File: config.mk
export PLATFORM = sky130hd
export DESIGN_NAME = bus_rr_arbiter
export DESIGN_NICKNAME = d
export VERILOG_FILES = /design/src/rtl/bus_rr_arbiter_pkg.sv /design/src/rtl/bus_rr_arbiter_pick.sv /design/src/rtl/bus_rr_arbiter.sv
export SDC_FILE = /design/constraint.sdc
export NUM_CORES = 1
export LEC_CHECK = 0
export BUFFER_PORTS_ARGS = -buffer_cell sky130_fd_sc_hd__buf_2
export CORE_AREA = 2 2 163 165
export CTS_BUF_LIST = sky130_fd_sc_hd__clkbuf_2
export CTS_CLUSTER_DIAMETER = 40
export DETAILED_ROUTE_END_ITERATION = 8
export DIE_AREA = 0 0 165 167
export PLACE_DENSITY = 0.69
export REMOVE_ABC_BUFFERS = 1
export SLEW_MARGIN = 20
export SYNTH_ARGS = -nofsm -noshare
export SYNTH_HDL_FRONTEND = slang
export SYNTH_SLANG_ARGS = --single-unit
File: constraint.sdc
create_clock -name i_clock -period 9.7 [get_ports i_clock]
set_input_delay 1.94 -clock i_clock [delete_from_list [all_inputs] [get_ports i_clock]]
set_output_delay 1.94 -clock i_clock [all_outputs]
set_load 0.01 [all_outputs]
File: src/rtl/bus_rr_arbiter_pkg.sv
// Shared types for the three-port bus arbiter: requester bundle, grant encoding
// and arbiter state.
package bus_rr_arbiter_pkg;

  typedef struct packed {
    logic        rw;
    logic [31:0] address;
    logic [31:0] wdata;
    logic [3:0]  wmask;
  } bus_req_t;

  typedef enum logic [1:0] {
    GRANT_NONE = 2'd0,
    GRANT_A    = 2'd1,
    GRANT_B    = 2'd2,
    GRANT_C    = 2'd3
  } grant_t;

  typedef enum logic [1:0] {
    ST_IDLE    = 2'd0,
    ST_BUSY    = 2'd1,
    ST_RELEASE = 2'd2
  } arb_state_t;

  function automatic logic [2:0] grant_onehot(input grant_t g);
    case (g)
      GRANT_A: return 3'b001;
      GRANT_B: return 3'b010;
      GRANT_C: return 3'b100;
      default: return 3'b000;
    endcase
  endfunction

endpackage

File: src/rtl/bus_rr_arbiter_pick.sv
// Combinational round-robin pick among three requesters, searching from the port
// after the most recently granted one (a -> b -> c -> a).
module bus_rr_arbiter_pick
  import bus_rr_arbiter_pkg::*;
(
  input  logic [2:0] req,
  input  grant_t     last,
  output logic       any,
  output grant_t     pick
);

  always_comb begin
    any  = |req;
    pick = GRANT_NONE;
    case (last)
      GRANT_A: begin
        if (req[1])      pick = GRANT_B;
        else if (req[2]) pick = GRANT_C;
        else if (req[0]) pick = GRANT_A;
      end
      GRANT_B: begin
        if (req[2])      pick = GRANT_C;
        else if (req[0]) pick = GRANT_A;
        else if (req[1]) pick = GRANT_B;
      end
      default: begin
        if (req[0])      pick = GRANT_A;
        else if (req[1]) pick = GRANT_B;
        else if (req[2]) pick = GRANT_C;
      end
    endcase
  end

endmodule

File: src/rtl/bus_rr_arbiter.sv
// Round-robin arbiter sharing one registered memory bus between three masters,
// with a saturating watchdog that aborts transactions the bus never completes.
module bus_rr_arbiter
  import bus_rr_arbiter_pkg::*;
#(
  parameter int          TIMEOUT       = 1024,
  parameter logic [31:0] TIMEOUT_RDATA = 32'hDEAD_BEEF
) (
  input  logic        i_clock,
  input  logic        i_reset,
  output logic        o_bus_rw,
  output logic        o_bus_request,
  input  logic        i_bus_ready,
  output logic [31:0] o_bus_address,
  output logic [31:0] o_bus_wdata,
  input  logic [31:0] i_bus_rdata,
  output logic [3:0]  o_bus_wmask,
  input  logic        i_pa_rw,
  input  logic        i_pa_request,
  input  logic [31:0] i_pa_address,
  input  logic [31:0] i_pa_wdata,
  input  logic [3:0]  i_pa_wmask,
  output logic        o_pa_ready,
  output logic [31:0] o_pa_rdata,
  input  logic        i_pb_rw,
  input  logic        i_pb_request,
  input  logic [31:0] i_pb_address,
  input  logic [31:0] i_pb_wdata,
  input  logic [3:0]  i_pb_wmask,
  output logic        o_pb_ready,
  output logic [31:0] o_pb_rdata,
  input  logic        i_pc_rw,
  input  logic        i_pc_request,
  input  logic [31:0] i_pc_address,
  input  logic [31:0] i_pc_wdata,
  input  logic [3:0]  i_pc_wmask,
  output logic        o_pc_ready,
  output logic [31:0] o_pc_rdata,
  output logic        o_timeout,
  output logic [1:0]  o_grant
);

  localparam int WD_W = (TIMEOUT > 0) ? $clog2(TIMEOUT + 1) : 1;
  localparam logic [WD_W-1:0] WD_LAST = (TIMEOUT > 0) ? WD_W'(TIMEOUT - 1) : '0;

  arb_state_t      state, state_next;
  grant_t          owner, last, pick;
  logic            any_req, owner_req, wd_expire, done;
  logic [2:0]      req_vec, pick_oh, owner_oh, ready_q;
  bus_req_t        req [3];
  bus_req_t        bus_q;
  logic [WD_W-1:0] wd_count;
  logic [31:0]     rdata_q [3];
  logic            timeout_q;

  // Holds at the terminal count instead of wrapping.
  function automatic logic [WD_W-1:0] wd_sat_inc(input logic [WD_W-1:0] c);
    return (c == WD_LAST) ? c : c + WD_W'(1);
  endfunction

  assign req_vec = {i_pc_request, i_pb_request, i_pa_request};
  assign req[0]  = '{rw: i_pa_rw, address: i_pa_address, wdata: i_pa_wdata, wmask: i_pa_wmask};
  assign req[1]  = '{rw: i_pb_rw, address: i_pb_address, wdata: i_pb_wdata, wmask: i_pb_wmask};
  assign req[2]  = '{rw: i_pc_rw, address: i_pc_address, wdata: i_pc_wdata, wmask: i_pc_wmask};

  bus_rr_arbiter_pick u_pick (
    .req  (req_vec),
    .last (last),
    .any  (any_req),
    .pick (pick)
  );

  assign pick_oh   = grant_onehot(pick);
  assign owner_oh  = grant_onehot(owner);
  assign owner_req = |(req_vec & owner_oh);
  assign wd_expire = (TIMEOUT != 0) && (wd_count == WD_LAST);
  assign done      = i_bus_ready || wd_expire;

  always_ff @(posedge i_clock) begin
    if (!i_reset) state <= ST_IDLE;
    else          state <= state_next;
  end

  always_comb begin
    state_next = state;
    case (state)
      ST_IDLE:    if (any_req)    state_next = ST_BUSY;
      ST_BUSY:    if (done)       state_next = ST_RELEASE;
      ST_RELEASE: if (!owner_req) state_next = ST_IDLE;
      default:                    state_next = ST_IDLE;
    endcase
  end

  always_comb begin
    o_bus_request = (state == ST_BUSY);
    o_grant       = (state == ST_IDLE) ? GRANT_NONE : owner;
  end

  always_ff @(posedge i_clock) begin
    if (!i_reset) begin
      owner     <= GRANT_NONE;
      last      <= GRANT_C;
      bus_q     <= '0;
      wd_count  <= '0;
      ready_q   <= '0;
      timeout_q <= 1'b0;
      for (int i = 0; i < 3; i++) rdata_q[i] <= '0;
    end else begin
      ready_q <= '0;
      case (state)
        ST_IDLE: begin
          if (any_req) begin
            for (int i = 0; i < 3; i++) if (pick_oh[i]) bus_q <= req[i];
            owner    <= pick;
            last     <= pick;
            wd_count <= '0;
          end
        end
        ST_BUSY: begin
          // A real completion takes precedence over a watchdog expiry in the same cycle.
          if (done) begin
            ready_q <= owner_oh;
            for (int i = 0; i < 3; i++)
              if (owner_oh[i]) rdata_q[i] <= i_bus_ready ? i_bus_rdata : TIMEOUT_RDATA;
            if (!i_bus_ready) timeout_q <= 1'b1;
          end else begin
            wd_count <= wd_sat_inc(wd_count);
          end
        end
        default: ;
      endcase
    end
  end

  assign o_bus_rw      = bus_q.rw;
  assign o_bus_address = bus_q.address;
  assign o_bus_wdata   = bus_q.wdata;
  assign o_bus_wmask   = bus_q.wmask;
  assign o_pa_ready    = ready_q[0];
  assign o_pb_ready    = ready_q[1];
  assign o_pc_ready    = ready_q[2];
  assign o_pa_rdata    = rdata_q[0];
  assign o_pb_rdata    = rdata_q[1];
  assign o_pc_rdata    = rdata_q[2];
  assign o_timeout     = timeout_q;

endmodule

After elaboration in Yosys (flattened, before gate mapping) --
Memories as Yosys holds them, arrays and structs flattened. Cells that the tools add are included.
Storage, ports and cells: register bits after elaboration 90, bits in writable memories 96, input bits 245, output and inout port bits 172, memories 1
Memory list:
- rdata_q | depth 3, bits a word 32, rd ports 3, clocked after Yosys merged registers in 0, write ports 3, RTL line bus_rr_arbiter.sv:53 | logic [31:0] rdata_q [3];
Operators by class: add/sub/neg operators 1, equality and inequality tests 16, muxes and demuxes 44, bitwise logic cells 5, reductions and logical operators 12
Operators with widths (count):
- 2-to-1 mux 69 bit | 3
- 2-to-1 mux 32 bit | 4
- 2-to-1 mux 11 bit | 3
- 2-to-1 mux 2 bit | 12
- one-hot mux 11 bit (2 select lines) | 1
- one-hot mux 3 bit (3 select lines) | 2
- 2-to-1 mux 1 bit | 17
- equality test 2 bit (second input constant) | 6
- AND reduction 3 bit | 4
- adder 11 x 1 -> 11 bit (second input constant) | 1
- equality test 11 x 10 -> 1 bit (second input constant) | 1
- equality test 2 x 1 -> 1 bit (second input constant) | 4
- != test 2 bit (second input constant) | 4
- one-hot mux 2 bit (3 select lines) | 1
- OR reduction 3 bit | 2
- one-hot mux 2 bit (2 select lines) | 1
- AND reduction 4 bit | 1
- AND 3 bit | 1
- bitwise OR 1 bit | 3
- nonzero test 3 bit | 1
- logical NOT 2 bit | 1
- != test 2 x 1 -> 1 bit (second input constant) | 1
- AND reduction 2 bit | 1
- nonzero test 2 bit | 1
- other kinds (2) | 2

Depth between registers and ports, before layout --
word-level depth 9, depth in mapped cells 10

Hierarchy --
From an unflattened synthesis, not the netlist that was laid out.
Unflattened totals: cells, all modules 743, area total of the unflattened synthesis 8150.3 sq um
By module, submodules not included:
- bus_rr_arbiter | instances 1, cells each 731, area each 8061.5 sq um
- bus_rr_arbiter_pick | instances 1, cells each 12, area each 88.8 sq um

Worst setup path after synthesis --
No wires, ideal clock.
kind input to register, start input i_bus_ready, end memory rdata_q[0][0], enable pin, setup time 0.466 ns, arrival time 4.809 ns, data required time 9.234 ns, slack 4.426 ns, stages 5, path buffers 1, cell sequence clkbuf_1 -> inv_1 -> o41ai_2 -> nand2_1 -> o21ai_0
RTL lines:
- start: declaration | RTL line bus_rr_arbiter.sv:13 | input logic i_bus_ready,
- end: declaration | RTL line bus_rr_arbiter.sv:53

Worst setup path in the final report --
start register state[0], end output o_bus_request
Between the ends: longest elaborated chain between the ends 1
RTL lines:
- start: declaration | RTL line bus_rr_arbiter.sv:46 | arb_state_t state, state_next;
- start signal: assignment | RTL line bus_rr_arbiter.sv:81 | else state <= state_next;
- equality test 2 x 1 -> 1 bit | RTL line bus_rr_arbiter.sv:95 | o_bus_request = (state == ST_BUSY);
- end: declaration | RTL line bus_rr_arbiter.sv:12 | output logic o_bus_request,
Every way passes these cells.

==> summary.md <==
| Metric | Value |
|---|---|
| Leak | roughly 4.7 nW |
| Synthesized cell area | a little over 8000 sq um |
| First-pass GRT wire length | between 30000 and 40000 um |
| Tightest Hold Check Type | reg2reg |
| Setup TNS | 0 ns |
| Post-route DRC | 0 |
| Worst setup SP type | flip-flop |
| WL/cell | ~18 um |
| GRT Total Usage | between 10% and 20% |
| Clock transition at the registers of the reported paths | ~0.38 ns |
| Layout Nets | 1389 |
| Initial antenna violation count | 4 |
| Num ports | 417 |
| Die Wd | approximately 170 um |
| H-tree levels | 4 |
| Fmax | between 200 and 300 MHz |
| Core area | between 20000 and 30000 sq um |
| Post-Syn Area per Cell | between 10 and 15 sq um |
| Total CTS buffers | 17 |
| Max-slew violations | 0 |
| CP arrival | between 1.5 and 2 ns |
| CP Capture Point | o_bus_request |
| Die area | approximately 28000 sq um |
| Initial Util | a little under a third |
| Final Hold Fails | 0 |
| R2R depth | 8 |
| Fin crit share | 38.18% |
| Pin count of the biggest net entering global routing | 71 |
| Chip height | 167 um |
| Postcts setup bufs | 0 |
| Antenna-violating nets left | 0 |
| CP required | just under 8 ns |
| Synth-to-Final Area Change | 32.38% |
| Worst r2r src | last[0]$_SDFFE_PN1P_ |
| Largest area contributor in the netlist | edfxtp_1 |
| Hold-fix buffers, CTS | 0 |
| Distinct cell type count after synthesis | 48 |
| Worst-margin pin slew | around 1.1 ns |
| Post-cts gate resize count | 0 |
| Clk Latency, worst-skew pair | roughly 0.76 ns |
| FF-to-FF End | o_bus_wdata[5]$_SDFFE_PN0P_ |
| Post-detail-place hpwl | between 15000 and 20000 um |
| Top post-synthesis cells by area | edfxtp_1 (36%), dfxtp_1 (22%), o21ai_1 (8.4%) |
| Slew headroom | ~26% |
| Drt pass-1 iters | 5 |
| Wirelength, routed | between 20000 and 30000 um |
| Vias per inst | 4.914 |
| # rows | 59 |
| Crit path launch | state[0]$_SDFFE_PN0P_ |
| Count of port buffers added during placement | around 420 |
| CTS tree | built |
| Iter 0 DRT Violations | between 500 and 600 |
| FF-to-FF setup slack | approximately 6.6 ns |
| Clock Tree Buf Depth | 2 |
| Skew final | around 0.078 ns |
| Slowest stage delay, CP | approximately 0.52 ns |
| TritonCTS Sinks | around 190 |
| Cells on Worst Hold Path | 2 |
| Layout cells sized above 1 | a little over two fifths |
| Pwr/cell area | roughly 180 nW/um^2 |
| Via count | roughly 7300 |
| Sequential area share after synthesis | 58.04% |
| CP Capture Type | output port |
| Crit path max fanout | 7 |
| Tmin final | between 3 and 4 ns |
| Vias in the first global route | slightly above 7000 |
| Outcome | complete, no violations |
| CP cell instances | nor2b_1, buf_2 |
| Placer Congestion | ~0.86 |
| Slowest stage cell, crit path | dfxtp_1 |
| Mapped Cells | 759 |
| Final number of setup-violating endpoints | 0 |
| Total grt overflow | 0 |
| Root Driver | clkbuf_2 |
| RSZ-0062 raised after global routing | no |
| Flops & latches, synth | ~190 |
| Ys Warns | 0 |
| Crit Path Class | reg2out |
| Hold slack final | approximately 0.46 ns |
| Peak VDD IR | around 0.087 mV |
| Top cell type's share of synthesized area | between 30% and 40% |
| Min-delay src | o_bus_address[20]$_SDFFE_PN0P_ |
| Max_cap viols | 0 |
area by class of cell:
type	instances	area [sq um]
Timing Repair Buffer	424	2162
Tap cell	335	419.2
Multi-Input combinational cell	480	3022
Antenna cell	4	10.01
Clock buffer	18	90.09
Fill cell	2553	15080
Sequential cell	186	4684
Inverter	32	120.1
Clock inverter	14	177.7
metal layers:
layer,routed length (um),GRT usage (%),vias to the layer above,share of wire (%)
met5,0,0,-,0
met4,622,6.805,0,2.3
met3,2221,4.633,30,8.3
met2,13180,32.07,361,49
met1,10600,22.66,3411,40
li1,-,-,3535,-
worst max-delay path: cells and delay by family (launching register included):
| kind | cells | cell delay [ns] |
|---|---|---|
| buffers and inverters | 1 | 0.20 |
| flip-flops | 1 | 0.52 |
| AND/OR/NAND/NOR | 1 | 0.31 |
how the worst min path moves through the flow:
stage / end / slack [ns]
floorplan: last[0]$_SDFFE_PN1P_ / 0.47
global placement: o_bus_address[31]$_SDFFE_PN0P_ / 0.43
detailed placement: o_bus_wdata[31]$_SDFFE_PN0P_ / 0.44
CTS: o_bus_address[20]$_SDFFE_PN0P_ / 0.46
global route: o_bus_address[5]$_SDFFE_PN0P_ / 0.48
finish: o_bus_address[20]$_SDFFE_PN0P_ / 0.46
cells by family after synthesis:
logic type / share of synthesized area (%)
AOI/OAI and AO/OA: 22.06
xor gates and xnor gates: 0.5425
adders and majority gates: 0.4651
buffers and inverters: 5.348
DFF: 58.04
muxes: 0.1395
and+or+nand+nor: 13.41
registers in the layout (all words and copies together), names as in the netlist:
signal and count:
state 2, o_bus_wdata 32, ready_q 3, o_bus_wmask 4
o_bus_rw 1, o_timeout 1, wd_count 11, last 2
rdata_q 96, owner 2, o_bus_address 32
layout by cell type, fill, tap and decap left out, types with 5 or more instances in the layout:
master	synthesis	final
buf_2	21	416
inv_1	32	32
nand3_1	6	5
buf_4	5	7
dfxtp_1	90	90
clkinv_8	0	6
o21ai_0	11	10
nor2_1	11	11
and2_1	78	76
a221oi_2	20	20
a21oi_1	30	30
a221oi_1	47	47
edfxtp_1	96	96
xnor2_1	5	5
nand2_1	83	82
o21ai_1	136	134
clkbuf_2	0	18
synth_stat cells (all sizes together):
| library cell | instances |
|---|---|
| a211oi | 1 |
| a21boi | 4 |
| a21oi | 30 |
| a221o | 1 |
| a221oi | 67 |
| a222oi | 1 |
| a311oi | 1 |
| a31oi | 1 |
| and2 | 78 |
| buf | 32 |
| clkbuf | 29 |
| dfxtp | 90 |
| edfxtp | 96 |
| ha | 3 |
| inv | 32 |
| mux2 | 1 |
| nand2 | 84 |
| nand2b | 3 |
| nand3 | 6 |
| nand3b | 2 |
| nand4 | 4 |
| nand4bb | 1 |
| nor2 | 11 |
| nor2b | 4 |
| nor3 | 4 |
| nor3b | 1 |
| nor4 | 3 |
| o2111a | 1 |
| o211ai | 2 |
| o21a | 3 |
| o21ai | 147 |
| o21bai | 1 |
| o221ai | 1 |
| o31ai | 1 |
| o41ai | 2 |
| or2 | 1 |
| or3 | 4 |
| or3b | 1 |
| xnor2 | 5 |
power breakdown:
group	total, mW	internal [mW]	switching (mW)
Clock	0.418	0.0924	0.326
Combinational	0.509	0.200	0.309
Sequential	0.957	0.915	0.0416
metrics by stage:
| step | cell area (sq um) | instances | total power [mW] | setup slack [ns] | utilization, % |
|---|---|---|---|---|---|
| after floorplan | 7760 | 698 | 1.246 | 3.753 | - |
| after global placement | 10380 | 1456 | 1.482 | 5.279 | 40.29 |
| after detailed placement | 10380 | 1456 | 1.491 | 5.222 | 40.29 |
| after CTS | 10650 | 1488 | 1.915 | 5.903 | 41.33 |
| after global routing | 10690 | 1493 | 1.999 | 5.807 | 41.47 |
| final | 10690 | 1493 | 1.884 | 5.997 | 41.47 |
(Power assumes the default switching activity.)
